[config.mk]
export PLATFORM = sky130hd
export DESIGN_NAME = serial_carry_skip_adder
export DESIGN_NICKNAME = d
export VERILOG_FILES = /design/src/rtl/serial_csa_pkg.sv /design/src/rtl/carry_skip_block.sv /design/src/rtl/serial_carry_skip_adder.sv
export SDC_FILE = /design/constraint.sdc
export NUM_CORES = 1
export LEC_CHECK = 0
export BUFFER_PORTS_ARGS = -buffer_cell sky130_fd_sc_hd__buf_4
export CORE_MARGIN = 10
export CORE_UTILIZATION = 60
export CTS_BUF_LIST = sky130_fd_sc_hd__clkbuf_4
export CTS_CLUSTER_DIAMETER = 100
export DETAILED_ROUTE_END_ITERATION = 10
export PLACE_DENSITY = 0.95
export SLEW_MARGIN = 10
export SYNTH_ARGS = -nofsm -noshare
export SYNTH_HDL_FRONTEND = slang
export SYNTH_SLANG_ARGS = --single-unit
[constraint.sdc]
create_clock -name clk -period 7.2 [get_ports clk]
set_clock_uncertainty 0.05 [all_clocks]
set_input_delay 0 -clock clk [delete_from_list [all_inputs] [get_ports clk]]
set_output_delay 0 -clock clk [all_outputs]
set_load 0.1 [all_outputs]
[src/rtl/serial_csa_pkg.sv]
// Shared types and helpers for the serial carry-skip adder.
package serial_csa_pkg;

    // Sequencer states: waiting for operands, adding one chunk per cycle, holding the result.
    typedef enum logic [1:0] {
        IDLE = 2'd0,
        RUN  = 2'd1,
        DONE = 2'd2
    } state_e;

    // Width of the chunk index counter; at least one bit even for a single chunk.
    function automatic int idx_width(input int num_blocks);
        int w;
        w = $clog2(num_blocks);
        return (w < 1) ? 1 : w;
    endfunction

endpackage

[src/rtl/carry_skip_block.sv]
// One carry-skip adder chunk: ripple-carry sum with a bypass mux that forwards
// the incoming carry when every bit position propagates.
// block_carry_out is the plain ripple carry, before the skip mux.
module carry_skip_block #(
    parameter int WIDTH = 4
) (
    input  logic [WIDTH-1:0] a_i,
    input  logic [WIDTH-1:0] b_i,
    input  logic             cin_i,
    output logic [WIDTH-1:0] sum_o,
    output logic             cout_o,
    output logic             block_carry_out
);

    logic [WIDTH-1:0] prop;
    logic [WIDTH-1:0] gen;
    logic [WIDTH:0]   ripple;

    // Per-bit propagate and generate terms.
    generate
        for (genvar gi = 0; gi < WIDTH; gi++) begin : g_pg
            assign prop[gi] = a_i[gi] ^ b_i[gi];
            assign gen[gi]  = a_i[gi] & b_i[gi];
        end
    endgenerate

    // Ripple carry chain through the chunk, bit 0 upward.
    always_comb begin
        ripple    = '0;
        ripple[0] = cin_i;
        for (int i = 0; i < WIDTH; i++) begin
            ripple[i+1] = gen[i] | (prop[i] & ripple[i]);
        end
    end

    assign sum_o           = prop ^ ripple[WIDTH-1:0];
    assign block_carry_out = ripple[WIDTH];
    // When the whole chunk propagates, the carry out equals the carry in.
    assign cout_o          = (&prop) ? cin_i : ripple[WIDTH];

endmodule

[src/rtl/serial_carry_skip_adder.sv]
// Multi-cycle wide adder that reuses one carry_skip_block across all chunks,
// LSB chunk first, with valid/ready handshakes on input and output.
// Optional macro SERIAL_CSA_SUB_EN adds a 'sub' input selecting a - b.
module serial_carry_skip_adder
    import serial_csa_pkg::*;
#(
    parameter int DATA_WIDTH  = 32,
    parameter int BLOCK_WIDTH = 4
) (
    input  logic                  clk,
    input  logic                  rst_n,
    input  logic                  in_valid,
    output logic                  in_ready,
    input  logic [DATA_WIDTH-1:0] a,
    input  logic [DATA_WIDTH-1:0] b,
    input  logic                  cin,
`ifdef SERIAL_CSA_SUB_EN
    input  logic                  sub,
`endif
    output logic                  out_valid,
    input  logic                  out_ready,
    output logic [DATA_WIDTH-1:0] sum,
    output logic                  cout,
    output logic                  overflow
);

    localparam int NUM_BLOCKS = DATA_WIDTH / BLOCK_WIDTH;
    localparam int IDX_W      = idx_width(NUM_BLOCKS);
    localparam logic [IDX_W-1:0] LAST_IDX = IDX_W'(NUM_BLOCKS - 1);

    generate
        if ((BLOCK_WIDTH < 1) || (DATA_WIDTH % BLOCK_WIDTH != 0)) begin : g_param_check
            $error("serial_carry_skip_adder: DATA_WIDTH must be a non-zero multiple of BLOCK_WIDTH");
        end
    endgenerate

    state_e                  state_q, state_d;
    logic [IDX_W-1:0]        idx_q, idx_d;
    logic                    carry_q, carry_d;
    logic [DATA_WIDTH-1:0]   sum_q, sum_d;
    logic [DATA_WIDTH-1:0]   a_q, a_d;
    logic [DATA_WIDTH-1:0]   b_q, b_d;

    logic [DATA_WIDTH-1:0]   b_eff;
    logic                    cin_eff;
    logic [BLOCK_WIDTH-1:0]  chunk_a;
    logic [BLOCK_WIDTH-1:0]  chunk_b;
    logic [BLOCK_WIDTH-1:0]  chunk_sum;
    logic                    chunk_cout;
    logic                    blk_carry_unused;

`ifdef SERIAL_CSA_SUB_EN
    logic sub_q, sub_d;
    // Subtract is a + ~b + 1, so the operand is inverted and the carry in forced high.
    assign b_eff   = sub_q ? ~b_q : b_q;
    assign cin_eff = sub ? 1'b1 : cin;
`else
    assign b_eff   = b_q;
    assign cin_eff = cin;
`endif

    // Current chunk of each operand, selected by the running index.
    assign chunk_a = a_q[int'(idx_q) * BLOCK_WIDTH +: BLOCK_WIDTH];
    assign chunk_b = b_eff[int'(idx_q) * BLOCK_WIDTH +: BLOCK_WIDTH];

    // Carry between chunks only travels through carry_q, never combinationally.
    carry_skip_block #(
        .WIDTH (BLOCK_WIDTH)
    ) u_csb (
        .a_i             (chunk_a),
        .b_i             (chunk_b),
        .cin_i           (carry_q),
        .sum_o           (chunk_sum),
        .cout_o          (chunk_cout),
        .block_carry_out (blk_carry_unused)
    );

    // State and datapath registers; reset abandons any operation in flight.
    always_ff @(posedge clk or negedge rst_n) begin
        if (!rst_n) begin
            state_q <= IDLE;
            idx_q   <= '0;
            carry_q <= 1'b0;
            sum_q   <= '0;
            a_q     <= '0;
            b_q     <= '0;
`ifdef SERIAL_CSA_SUB_EN
            sub_q   <= 1'b0;
`endif
        end else begin
            state_q <= state_d;
            idx_q   <= idx_d;
            carry_q <= carry_d;
            sum_q   <= sum_d;
            a_q     <= a_d;
            b_q     <= b_d;
`ifdef SERIAL_CSA_SUB_EN
            sub_q   <= sub_d;
`endif
        end
    end

    // Next-state and handshake logic: accept in IDLE, one chunk per RUN cycle, hold in DONE.
    always_comb begin
        state_d   = state_q;
        idx_d     = idx_q;
        carry_d   = carry_q;
        sum_d     = sum_q;
        a_d       = a_q;
        b_d       = b_q;
`ifdef SERIAL_CSA_SUB_EN
        sub_d     = sub_q;
`endif
        in_ready  = 1'b0;
        out_valid = 1'b0;

        case (state_q)
            IDLE: begin
                in_ready = 1'b1;
                if (in_valid) begin
                    a_d     = a;
                    b_d     = b;
                    carry_d = cin_eff;
`ifdef SERIAL_CSA_SUB_EN
                    sub_d   = sub;
`endif
                    idx_d   = '0;
                    state_d = RUN;
                end
            end
            RUN: begin
                sum_d[int'(idx_q) * BLOCK_WIDTH +: BLOCK_WIDTH] = chunk_sum;
                carry_d = chunk_cout;
                if (idx_q == LAST_IDX) begin
                    state_d = DONE;
                end else begin
                    idx_d = idx_q + IDX_W'(1);
                end
            end
            DONE: begin
                out_valid = 1'b1;
                if (out_ready) begin
                    state_d = IDLE;
                end
            end
            default: begin
                state_d = IDLE;
            end
        endcase
    end

    assign sum      = sum_q;
    assign cout     = carry_q;
    // Signed overflow: operands of equal sign produced a result of the other sign.
    assign overflow = (a_q[DATA_WIDTH-1] == b_eff[DATA_WIDTH-1])
                   && (sum_q[DATA_WIDTH-1] != a_q[DATA_WIDTH-1]);

endmodule

# [Word level (Yosys, flattened, before mapping)]
# Index checks and enable logic that the tools add are counted.
[word_totals] wordCells=60 reg_bits=102 out_inout_bits=36
[op_classes] n_reduce_logical=8 mux=13 eq_ne=10 shift=4 addsub=2 bitwise_logic=17
[op_table] cell="$shiftx A32 B6 Y4" n=2
[op_table] cell="$neg A5 Y33" n=1
[op_table] cell="$shift A4 B33 Y32 const A" n=1
[op_table] cell="$shiftx A4 B33 Y32" n=1
[op_table] cell="$bwmux W32" n=1
[op_table] cell="$ne A2 B2 Y1 const B" n=5
[op_table] cell="$reduce_and A3 Y1" n=3
[op_table] cell="$and A1 B1 Y1" n=8
[op_table] cell="$mux W2" n=3
[op_table] cell="$mux W3" n=2
[op_table] cell="$pmux W2 S3" n=1
[op_table] cell="$pmux W3 S2" n=1
[op_table] cell="$mux W1" n=4
[op_table] cell="$or A1 B1 Y1" n=4
[op_table] cell="$reduce_and A4 Y1" n=1
[op_table] cell="$xor A1 B1 Y1" n=4
[op_table] cell="$xor A4 B4 Y4" n=1
[op_table] cell="$add A3 B1 Y3 const B" n=1
[op_table] cell="$eq A3 B3 Y1 const B" n=1
[op_table] cell="$eq A2 B1 Y1 const B" n=1
[op_table] cell="$eq A2 B2 Y1 const B" n=1
[op_table] cell="$logic_not A2 Y1" n=1
[op_table] cell="$pmux W1 S2" n=1
[op_table] cell="$reduce_and A2 Y1" n=1
[op_table] cell="other kinds (4)" n=4

# [Logic depth before layout (Yosys ltp)]
# Gate-level depths: netlist of run 1.
[depth] depth_word=12 depth_mapped=14 depth_no_buf=11

# [By module]
# From an unflattened synthesis of run 1, not the netlist that was laid out.
[hier_totals] hier_cells=346 area_unflattened_um2=4909.7
[by_module_without_submodules] mod="serial_carry_skip_adder" instances=1 cells_per_inst=326 seq_area_each_um2=2552.4 area_each_um2=4725.8
[by_module_without_submodules] mod="carry_skip_block" instances=1 cells_per_inst=20 seq_area_each_um2=0.0 area_each_um2=183.9

# [Least setup slack after synthesis of run 1]
# Ideal clock, no wire load.
[synth_path] path_type="reg2reg" start="reg idx_q[0]" end="reg sum_q[11], in the netlist sum[11]" arrival_time_ns=3.187 path_slack_ns=3.837 required_time_ns=7.024 path_buffers=2 setup_time_ns=0.126 path_stages_with_launch=14 path_cell_list="dfrtp_1 > buf_2 > buf_2 > mux4_2 > nand2_1 > nand2_1 > fa_1 > inv_1 > fa_1 > fa_1 > inv_1 > fa_1 > and2_1 > mux2_2"
[synth_between] elab_chain_len=11 word_cells_on_any_way=20 classes_between="add/sub (1); shift (4); mux (1); bitwise (14)"
[synth_rtl] element="start, declared" line_no="serial_carry_skip_adder.sv:38" text="logic [IDX_W-1:0] idx_q, idx_d;"
[synth_rtl] element="start signal, assigned" line_no="serial_carry_skip_adder.sv:92" text="idx_q <= idx_d;"
[synth_rtl] element="$shiftx A32 B6 Y4, on equally long branches" line_no="serial_carry_skip_adder.sv:63, serial_carry_skip_adder.sv:64"
[synth_rtl] element="$xor A1 B1 Y1" line_no="carry_skip_block.sv:22" text="assign prop[gi] = a_i[gi] ^ b_i[gi];"
[synth_rtl] element="$and A1 B1 Y1" line_no="carry_skip_block.sv:32" text="ripple[i+1] = gen[i] | (prop[i] & ripple[i]);"
[synth_rtl] element="$or A1 B1 Y1" line_no="carry_skip_block.sv:32"
[synth_rtl] element="$and A1 B1 Y1" line_no="carry_skip_block.sv:32"
[synth_rtl] element="$or A1 B1 Y1" line_no="carry_skip_block.sv:32"
[synth_rtl] element="$and A1 B1 Y1" line_no="carry_skip_block.sv:32"
[synth_rtl] element="$or A1 B1 Y1" line_no="carry_skip_block.sv:32"
[synth_rtl] element="$xor A4 B4 Y4" line_no="carry_skip_block.sv:36" text="assign sum_o = prop ^ ripple[WIDTH-1:0];"
[synth_rtl] element="$shiftx A4 B33 Y32" line_no="serial_carry_skip_adder.sv:132" text="sum_d[int'(idx_q) * BLOCK_WIDTH +: BLOCK_WIDTH] = chunk_sum;"
[synth_rtl] element="$bwmux W32 *" line_no="serial_carry_skip_adder.sv:132"
[synth_rtl] element="end signal, assigned" line_no="serial_carry_skip_adder.sv:94" text="sum_q <= sum_d;"
[synth_rtl] element="end, declared" line_no="serial_carry_skip_adder.sv:40" text="logic [DATA_WIDTH-1:0] sum_q, sum_d;"
# Mark *: on every way between the ends. The rest lies on a longest branch, timed or not.
# A chain may end at the register's enable or synchronous reset.

# [Final worst setup path of run 1]
# Same ends and word-level chain as after synthesis.

==> metrics.txt, run 1 <==
sequential fraction of the synthesis area 53.8%; Die H 109 um; Clock Pin Slew Worst Setup and Hold Paths 0.15 ns; Post-DP Area approximately 0.0056 mm^2; CP max stage delay 1.00 ns; Total GRT Usage 22.5%; Final Hold Vio Count 0; Synth Register Bits a little over 100; clock buffer depth 2; vias per cell 5.55; R2R depth 8; row cnt 32; antenna violations before repair 0; cell-by-cell trace of the critical path nor2_1 -> a221o_1 -> fa_1 -> fa_1 -> inv_1 -> fa_1 -> and2_1 -> mux2_2; Root Driver clkbuf_4; global-route wire length before repair approximately 21000 um; Residual DRC 0; fin crit period 3.81 ns; largest net degree at the start of global routing 68; area grow syn2layout 35.4%; fin util 83.1%; crit-path max FO 21; crit-path leading delay family adder cells; setup bufs post-CTS 0; top sig layer met4; CP Class flip-flop to flip-flop; top cells by area, synth dfrtp_1, mux2_2, mux2i_1, mux4_2, ha_1; slew margin rel. 36.4%; outcome completed; fin crit share 52.9%; synthesized cell area ~0.0047 mm^2; most frequent CP cell fa_1; Worst Tran Pin Value 0.953 ns; Detail Placement HPWL 8280 um; Max Cap Violations 0; core area approximately 0.0077 mm^2; vias in the first global route 3817; Initial Util just over 60%; WP data required around 7.5 ns; Syn Area/Cell 14.0 um^2; Fmax achieved 263 MHz; Yosys cell types 32; CP Depth 8; metal3 WL 930 um; setup TNS 0 ns; CTS buffer count 9; CTS tree built; routed length on met1 4910 um; synthesized net count 420; Sink Count 102; fin nets between 500 and 600; R2R Setup Slk 3.39 ns; vias 3421; post-route ant nets 0; Worst Path Arrival 4.11 ns; layout cells sized above 1 44.7%; unrepaired setup endpoints after global routing no; Final Setup Violations 0; port buffer count approximately 100; sequential cell area 0.00255 mm^2; crit path max-delay cell type dfrtp_1; chip width 109 um; YS warnings 0; GRT overflow 0; fillers 401; Hold Crit Class primary input to asynchronous set/reset pin; drt initial violations 220; die area 0.0119 mm^2; Worst-Skew Late Latency 0.46 ns; Post-Route WL 12900 um; startpoint types flip-flop; I/O pins 105; final instance area about 0.0064 mm^2; Mapped Cells approximately 340; Wirelength per Cell 20.9 um; H-tree Lvls 3; area used by multi-input combinational logic 0.00204 mm^2; metal2 WL a little under 7000 um; TritonRoute pass-1 iters 4; CP Buf/Inv Count 1; Routability Congestion ~0.85; largest area contributor in the synthesized netlist dfrtp_1; post-synth top area share about 54%; Worst Setup End Kind flip-flop; fin. max-slew vios 0
-- flip-flops by register name, indices dropped and copies added (netlist names) --
| name | flops |
|---|---|
| state_q | 2 |
| cout | 1 |
| b_eff | 32 |
| sum | 32 |
| idx_q | 3 |
| a_q | 32 |
-- worst paths after layout --
path | end | start
setup / recovery | sum[11]$_DFFE_PN0P_ | idx_q[0]$_DFFE_PN0P_
hold / removal | sum[25]$_DFFE_PN0P_ | rst_n
setup reg to reg | sum[11]$_DFFE_PN0P_ | idx_q[0]$_DFFE_PN0P_
hold reg to reg | sum[5]$_DFFE_PN0P_ | sum[5]$_DFFE_PN0P_
max in group asynchronous | b_eff[7]$_DFFE_PN0P_ | rst_n
min in group clk | a_q[11]$_DFFE_PN0P_ | a[11]
-- area by class of cell --
class | count | share of cell area (%)
clock buffer | 9 | 1.05
tap | 102 | 1.99
antenna | 2 | 0.0779
multi-input combinational | 200 | 31.8
inverter | 20 | 1.17
clock inverter | 7 | 1.25
sequential | 102 | 39.7
timing repair buffer | 174 | 22.9
-- logic make-up after synthesis --
group,Yosys count,synth area share [%]
mux,121,30.4
flops,102,53.8
simple gates,49,5.62
buf+inv,37,3.27
compound gates,18,3.11
fa+ha+maj,12,3.80
-- repair_timing --
item	in CTS	in global routing
gates resized for setup	0	0
endpoints found under the hold margin	114	0
hold buffers	67	0
setup endpoints to repair	0	0
-- worst register-to-register path, stage by stage, from the launching register on --
cell and delay [ns]:
dfrtp_1 1.00, nor2_1 0.37, a221o_1 0.44, fa_1 0.45
fa_1 0.38, inv_1 0.08, fa_1 0.50, and2_1 0.20
mux2_2 0.25
-- per-layer routing --
metal	track usage, %	vias up
li1	-	1558
met1	25.7	1712
met2	39.5	125
met3	6.61	26
met4	7.44	0
met5	0	-
-- cell usage after synthesis (all sizes together) --
cell type / n
dfrtp: 102
mux2: 93
inv: 20
mux2i: 20
nand2: 16
buf: 11
ha: 8
mux4: 8
nor2: 8
clkbuf: 6
a221oi: 5
a221o: 4
fa: 4
nand4: 4
o22ai: 4
a22o: 3
and2: 3
nand2b: 3
nor2b: 3
nor3: 3
nor3b: 2
nor4: 2
or4: 2
a211oi: 1
nand3: 1
nor4b: 1
o21ai: 1
or2: 1
-- layout by cell type (no fill, tap or decap), drive strengths merged --
master / Yosys / routed
buf: 11 / 107
dfrtp: 102 / 102
mux2: 93 / 93
dlygate4sd3: 0 / 67
inv: 20 / 23
mux2i: 20 / 20
nand2: 16 / 16
clkbuf: 6 / 9
mux4: 8 / 8
nor2: 8 / 8
ha: 8 / 8
a221oi: 5 / 5
o22ai: 4 / 4
a221o: 4 / 4
nand4: 4 / 4
fa: 4 / 4
nand2b: 3 / 3
nor2b: 3 / 3
a22o: 3 / 3
and2: 3 / 3
nor3: 3 / 3
diode: 0 / 2
or4: 2 / 2
nor4: 2 / 2
clkinvlp: 0 / 2
nor3b: 2 / 2
o21ai: 1 / 1
or2: 1 / 1
a211oi: 1 / 1
nor4b: 1 / 1
nand3: 1 / 1
bufinv: 0 / 1
clkinv: 0 / 1
-- through the flow --
stage	worst slack (ns)	cells	hold WS, ns
final	3.39	616	0.0285
after global routing	3.17	614	0.0635
after CTS	3.44	614	0.0292
after detailed placement	3.48	531	-0.00240
after global placement	3.56	531	-0.00624
after floorplan	3.84	339	-0.346
Power of run 1 is left out: the tool's default activity adds up to more than one toggle a clock period on the data nets, which glitch-free logic cannot reach.
==> run 2: changes to the inputs <==
--- a/config.mk
+++ b/config.mk
@@ -5,13 +5,14 @@
 export SDC_FILE = /design/constraint.sdc
 export NUM_CORES = 1
 export LEC_CHECK = 0
+export ABC_AREA = 1
 export BUFFER_PORTS_ARGS = -buffer_cell sky130_fd_sc_hd__buf_4
 export CORE_MARGIN = 10
-export CORE_UTILIZATION = 60
+export CORE_UTILIZATION = 51
 export CTS_BUF_LIST = sky130_fd_sc_hd__clkbuf_4
 export CTS_CLUSTER_DIAMETER = 100
 export DETAILED_ROUTE_END_ITERATION = 10
-export PLACE_DENSITY = 0.95
+export PLACE_DENSITY = 0.88
 export SLEW_MARGIN = 10
 export SYNTH_ARGS = -nofsm -noshare
 export SYNTH_HDL_FRONTEND = slang
==> constraint.sdc (replaced) <==
create_clock -name clk -period 3.5 [get_ports clk]
set_clock_uncertainty 0.05 [all_clocks]
set_input_delay 0 -clock clk [delete_from_list [all_inputs] [get_ports clk]]
set_output_delay 0 -clock clk [all_outputs]
set_load 0.1 [all_outputs]
==> run 2 against run 1 <==
  * Fmax grew 16%
  * Area after synthesis grew 6.8%
  * Cell count grew 61%
  * Sequential share of layout area shrank 4.5 points
  * Non-clock buffer count grew 55
  * Core utilization shrank 8.7 points
  * Worst setup slack lost 3.2 ns
  * First-iteration DRC count grew 110%
  * Wire length grew 26%
  * Synthesized cell count grew 90%
  * Critical endpoint is now sum[19]$_DFFE_PN0P_
==> metrics.txt, run 2 <==
outcome completed; layout cells sized above 1 18.2%; crit path max-delay cell type fa_1; TritonRoute pass-1 iters 5; Fin Hold WS 0.0512 ns; Synth Register Bits roughly 100; predominant post-synthesis flop cell dfrtp_1; most frequent CP cell nand2_1; slew margin rel. 36.8%; Routability Congestion 0.929; fin crit period around 3.3 ns; fin crit share 93.6%; crit-path leading delay family adder cells; Initial Util 52.1%; switch share 55.9%; Syn Area/Cell 7.88 um^2; CP max stage delay 0.47 ns; YS warnings 0; cell internal pwr 3.17 mW; clock buffer depth 2; port buffer count 104; Detail Placement HPWL 10100 um; setup TNS 0 ns; fin nets 932; Final Setup Violations 0; Yosys cell types 27; CTS buffer count 9; synthesized cell area 0.00506 mm^2; GRT overflow 0; met3 usage 6.14%; largest family of logic cells by synthesized area simple AND/OR/NAND/NOR gates; CP Buf/Inv Count 4; P_leak between 3 and 4 nW; Fmax achieved 305 MHz; top cells by area, synth dfrtp_1, nand2_1, nand3_1, nor2_1, o21ai_0; vias in the first global route 5392; pre-CTS WS 0.311 ns; Root Driver clkbuf_4; Logic pwr share approximately 63%; vias per cell 5.35; WP data required between 3 and 4 ns; multiplexer share of the synthesized area 0%; setup bufs post-CTS 0; Max Cap Violations 0; drt initial violations 468; top cells by count, synth nand2_1, dfrtp_1, nor2_1, nand3_1, o21ai_0; largest area contributor in the synthesized netlist dfrtp_1; NetSw roughly 4 mW; Sink Count approximately 100; post-synthesis adder-cell area fraction between 3 and 4%; global-route wire length before repair 26400 um; die area about 0.014 mm^2; post-route ant nets 0; Worst Path Arrival 3.64 ns; chip width 120 um; antenna violations before repair 1; CTS tree built; busiest grt layer met2; vias 5300; most common cell after layout, fill and taps aside nand2_1; core area 0.00973 mm^2; leading cell types in the layout, fill and taps excluded nand2_1, dlygate4sd3_1, buf_4; Wirelength per Cell 16.4 um; Post-Route WL around 16000 um; Post-synth EDFFs 0; Post-Synth Simple-Gate Area 32.0%; Hold Crit Class primary input to flip-flop; Final Hold Vio Count 0; Mapped Cells between 600 and 700; setup ws final between 0.2 and 0.25 ns; Synth Area in XOR/XNOR 0%; startpoint types flip-flop; sequential fraction of the synthesis area 50.4%; crit-path max FO 20; post-synth top area share 50.4%; power per cell area 990 mW/mm^2; row cnt 36; Clock Power Share 8.5%; Die H 120 um; compound-cell area share of the yosys netlist 7.98%; Total GRT Usage 22.3%; Worst IR Drop VDD 0.591 mV; Residual DRC 0; met2 Use GR 39.2%; I/O pins 105; Clock Pin Slew Worst Setup and Hold Paths 0.16 ns; count leader, synth nand2_1; R2R Setup Slk 0.22 ns; Seq pwr share between 20 and 30%; grt met1 use between 20% and 30%; largest net degree at the start of global routing 76; Worst Tran Pin Value approximately 0.95 ns; Worst-Skew Late Latency 0.46 ns; Worst Setup End Kind flip-flop; CP Class flip-flop to flip-flop; cell-by-cell trace of the critical path buf_4 -> nor2_1 -> nor2_1 -> o21ai_0 -> nand2_1 -> nand2_1 -> nand2_1 -> fa_1 -> inv_1 -> fa_1 -> fa_1 -> inv_1 -> fa_1 -> inv_1 -> nor3_1 -> nand2_1 -> nor2_1 -> nand2_1 -> nand2_1; Async SR Flop Fraction between 90% and 100%; H-tree Lvls 3; fin. max-slew vios 0; synthesized net count 724; area grow syn2layout 43.0%; unrepaired setup endpoints after global routing no
run 2: cell count changes after synthesis, sizes merged, moves of 24 or more:
cell,delta
nand3,+65
o21ai,+41
inv,+24
nand2,+211
mux2,-93
nor2,+63
run 2: metrics by stage:
stage          instance area, um^2  instances  utilization, %  power, mW
4_1_cts                       7240        989            74.4       7.04
3_5_place_dp                  5950        858            61.1       6.30
6_report                      7240        990            74.5       7.17
5_1_grt                       7240        990            74.5       7.68
3_3_place_gp                  5950        858            61.1       6.14
2_1_floorplan                 5060        643               -       5.23
run 2: cell families after synthesis:
logic type / count (synthesis)
flip-flops: 102
AND/OR/NAND/NOR: 379
adder cells (fa/ha/maj): 12
AO/OA/AOI/OAI: 74
buffers and inverters: 76
run 2: final cells by class:
cell class	instances	area [um^2]
diodes	1	2.50
clock buffers	10	75.1
clock inverters	6	62.6
fillers	684	2480
inverters	44	165
multi-input cells	465	2210
flip-flops and latches	102	2550
well taps	133	166
repair buffers	229	2010
run 2: routing by layer:
layer	vias to the layer above	wire length (um)
li1	2468	-
met1	2541	6290
met2	244	8170
met3	47	1220
met4	0	520
met5	-	0
run 2: what timing repair did:
item                                   4_1_cts  5_1_grt
setup endpoints to repair                    0        2
hold buffers                               115        0
endpoints found under the hold margin      140        0
gates resized for setup                      0        1
run 2: final timing paths:
check                                 startpoint               endpoint  depth (start not counted)
min in group asynchronous                  rst_n    a_q[13]$_DFFE_PN0P_                          2
setup / recovery            idx_q[0]$_DFFE_PN0P_    sum[19]$_DFFE_PN0P_                         19
hold reg to reg            b_eff[29]$_DFFE_PN0P_  b_eff[29]$_DFFE_PN0P_                          2
setup reg to reg            idx_q[0]$_DFFE_PN0P_    sum[19]$_DFFE_PN0P_                         19
max in group asynchronous                  rst_n    sum[23]$_DFFE_PN0P_                          3
hold / removal                          in_valid   b_eff[2]$_DFFE_PN0P_                          3
run 2: power by group through the flow:
stage | combinational [mW] | clock, mW | sequential (mW)
CTS | 4.41 | 0.607 | 2.02
detailed placement | 4.25 | 0 | 2.05
finish | 4.52 | 0.612 | 2.04
floorplan | 2.18 | 0 | 3.05
global placement | 4.11 | 0 | 2.03
global route | 4.93 | 0.661 | 2.09
run 2: worst min-delay path: cells and delay by family:
kind | cells | cell delay, ns
simple gates | 2 | 0.25
buf+inv | 1 | 0.27
Note: power is estimated with default switching activity, not from simulation.
==> run 3: changes to the inputs <==
--- a/config.mk
+++ b/config.mk
@@ -8,12 +8,13 @@
 export ABC_AREA = 1
 export BUFFER_PORTS_ARGS = -buffer_cell sky130_fd_sc_hd__buf_4
 export CORE_MARGIN = 10
-export CORE_UTILIZATION = 51
+export CORE_UTILIZATION = 52
 export CTS_BUF_LIST = sky130_fd_sc_hd__clkbuf_4
 export CTS_CLUSTER_DIAMETER = 100
 export DETAILED_ROUTE_END_ITERATION = 10
-export PLACE_DENSITY = 0.88
+export PLACE_DENSITY = 0.89
 export SLEW_MARGIN = 10
 export SYNTH_ARGS = -nofsm -noshare
 export SYNTH_HDL_FRONTEND = slang
+export SYNTH_HIERARCHICAL = 1
 export SYNTH_SLANG_ARGS = --single-unit
==> run 3 against run 2 <==
  * Fmax fell by 3.0%
  * Largest cell class unchanged
  * Worst setup slack got worse by 0.10 ns
  * Combinational power rose by 6.9%
==> metrics.txt, run 3 <==
top cells by count, synth nand2_1, dfrtp_1, inv_1, nor2_1, nand3_1; fin nets 914; predominant post-synthesis flop cell dfrtp_1; Post-Route WL ~16000 um; Mapped Cells 669; area grow syn2layout 31.5%; final instance area 0.00713 mm^2; Detail Placement HPWL slightly below 10000 um; fin crit share 96.5%; fin crit period 3.38 ns; Total GRT Usage 20.9%; vias per cell 5.18; largest area contributor in the synthesized netlist dfrtp_1; post-synth top area share 47.1%; vias about 5k; clock buffer depth 2; port buffer count roughly 100; Worst-Skew Late Latency 0.48 ns; post-route ant nets 0; CTS buffer count 9; Final Hold Vio Count 0; WP data required 3.87 ns; Residual DRC 0; Fin Hold WS ~0.15 ns; Final Setup Violations 0; layout cells sized above 1 approximately 25%; Worst Setup End Kind flip-flop; antenna violations before repair 0; Final Non-Filler Cells between 900 and 1k; largest net degree at the start of global routing 135; I/O pins roughly 110; Post-DP Area 0.00624 mm^2; Worst IR Drop VDD 0.662 mV; # placed instances 886; YS warnings 6; CTS tree built; GRT overflow 0; chip width 122 um; Routability Congestion 0.873; drt initial violations 475; global-route wire length before repair 25400 um; Worst Tran Pin Value 1.01 ns; Hold Crit Class primary input to asynchronous set/reset pin; Sink Count 102; crit-path max FO 20; Root Driver clkbuf_4; fin. max-slew vios 0; leading cell types in the layout, fill and taps excluded nand2_1, buf_4, dfrtp_1; Max Cap Violations 0; Fmax achieved 296 MHz; Async SR Flop Fraction 100%; Total Power about 7.5 mW; Clock Pin Slew Worst Setup and Hold Paths between 0.15 and 0.2 ns; sequential fraction of the synthesis area 47.1%; fillers 736; Worst Path Arrival 3.75 ns; CP Class flip-flop to flip-flop; slew margin rel. about a third; Post-synth EDFFs 0; Synth Register Bits just over 100; outcome completed; row cnt 37; vias in the first global route 5180; synthesized cell area 0.00542 mm^2; Yosys cell types 26; TritonRoute pass-1 iters 6; power per cell area about 1000 mW/mm^2; Wirelength per Cell 16.1 um; H-tree Lvls 3; most common cell after layout, fill and taps aside nand2_1; Die H 122 um; Syn Area/Cell 8.11 um^2; Initial Util ~53%; core area 0.0102 mm^2; top cells by area, synth dfrtp_1, nand2_1, a21oi_2, nand3_1, inv_1; P_leak 3.75 nW; count leader, synth nand2_1; startpoint types flip-flop; synthesized net count 753; die area 0.0149 mm^2
==> run 3: final cells by class <==
cell class | instances | area (um^2) | share of cell area, %
tap | 136 | 170 | 2.39
antenna | 1 | 2.50 | 0.0351
inverter | 89 | 343 | 4.81
sequential | 102 | 2550 | 35.8
clock buffer | 10 | 75.1 | 1.05
clock inverter | 6 | 92.6 | 1.30
multi-input combinational | 448 | 2340 | 32.9
timing repair buffer | 180 | 1550 | 21.7
==> run 3: repair_timing <==
item / in CTS / in global routing
buffers inserted: 0 / 1
hold buffers: 67 / 0
endpoints found under the setup margin: 0 / 7
resized for setup: 0 / 8
endpoints found under the hold margin: 146 / 0
==> run 3: logic make-up (layout without fill, tap and decap cells) <==
kind of cell,Yosys count,in the layout,share of synthesized area (%)
buffers and inverters,119,285,9.94
flip-flops,102,102,47.1
adder cells (fa/ha/maj),15,15,4.01
AO/OA/AOI/OAI,77,77,11.4
other,0,1,0
AND/OR/NAND/NOR,356,356,27.6
==> run 3: metrics by stage <==
stage          util (%)  setup WS [ns]  TNS [ns]
2_1_floorplan         -          0.423         0
3_3_place_gp       61.0          0.276         0
3_5_place_dp       61.0          0.188         0
4_1_cts            69.1          0.144         0
5_1_grt            69.7        -0.0589   -0.0854
6_report           69.7          0.122         0
==> run 3: final timing paths <==
check / depth (start not counted) / slack [ns] / startpoint / endpoint
worst max-delay path: 18 / 0.12 / idx_q[0]$_DFFE_PN0P_ / sum[15]$_DFFE_PN0P_
worst min-delay path: 2 / 0.15 / rst_n / a_q[11]$_DFFE_PN0P_
worst max register to register: 18 / 0.12 / idx_q[0]$_DFFE_PN0P_ / sum[15]$_DFFE_PN0P_
worst min register to register: 2 / 0.45 / sum[1]$_DFFE_PN0P_ / sum[1]$_DFFE_PN0P_
max in group asynchronous: 3 / 2.35 / rst_n / b_eff[3]$_DFFE_PN0P_
min in group clk: 3 / 0.24 / out_ready / state_q[1]$_DFFE_PN0P_
==> run 3: where the power goes <==
part	total [mW]	leakage, nW	internal, mW	switching, mW
clock network	0.715	0.0836	0.303	0.412
logic	4.83	2.47	1.35	3.48
registers	1.91	1.20	1.68	0.230
==> run 3: worst max-delay path, cell delays in order, from the launching register on <==
cell and delay [ns]:
dfrtp_2 0.48, buf_12 0.17, nand2_1 0.07, nand3_1 0.10
nand2_1 0.08, nand2_1 0.08, nand2_1 0.09, inv_1 0.08
fa_1 0.20, inv_1 0.08, fa_1 0.38, fa_1 0.36
inv_1 0.08, fa_1 0.41, inv_1 0.15, nand3_1 0.12
nor2_1 0.17, nand3_1 0.09, nand2_1 0.08
==> run 3: per-layer routing <==
layer / part of all wire, % / GRT usage (%)
met2: 51 / 36.4
met3: 6.3 / 4.63
met5: 0 / 0
met4: 3.4 / 7.66
met1: 39 / 24.8
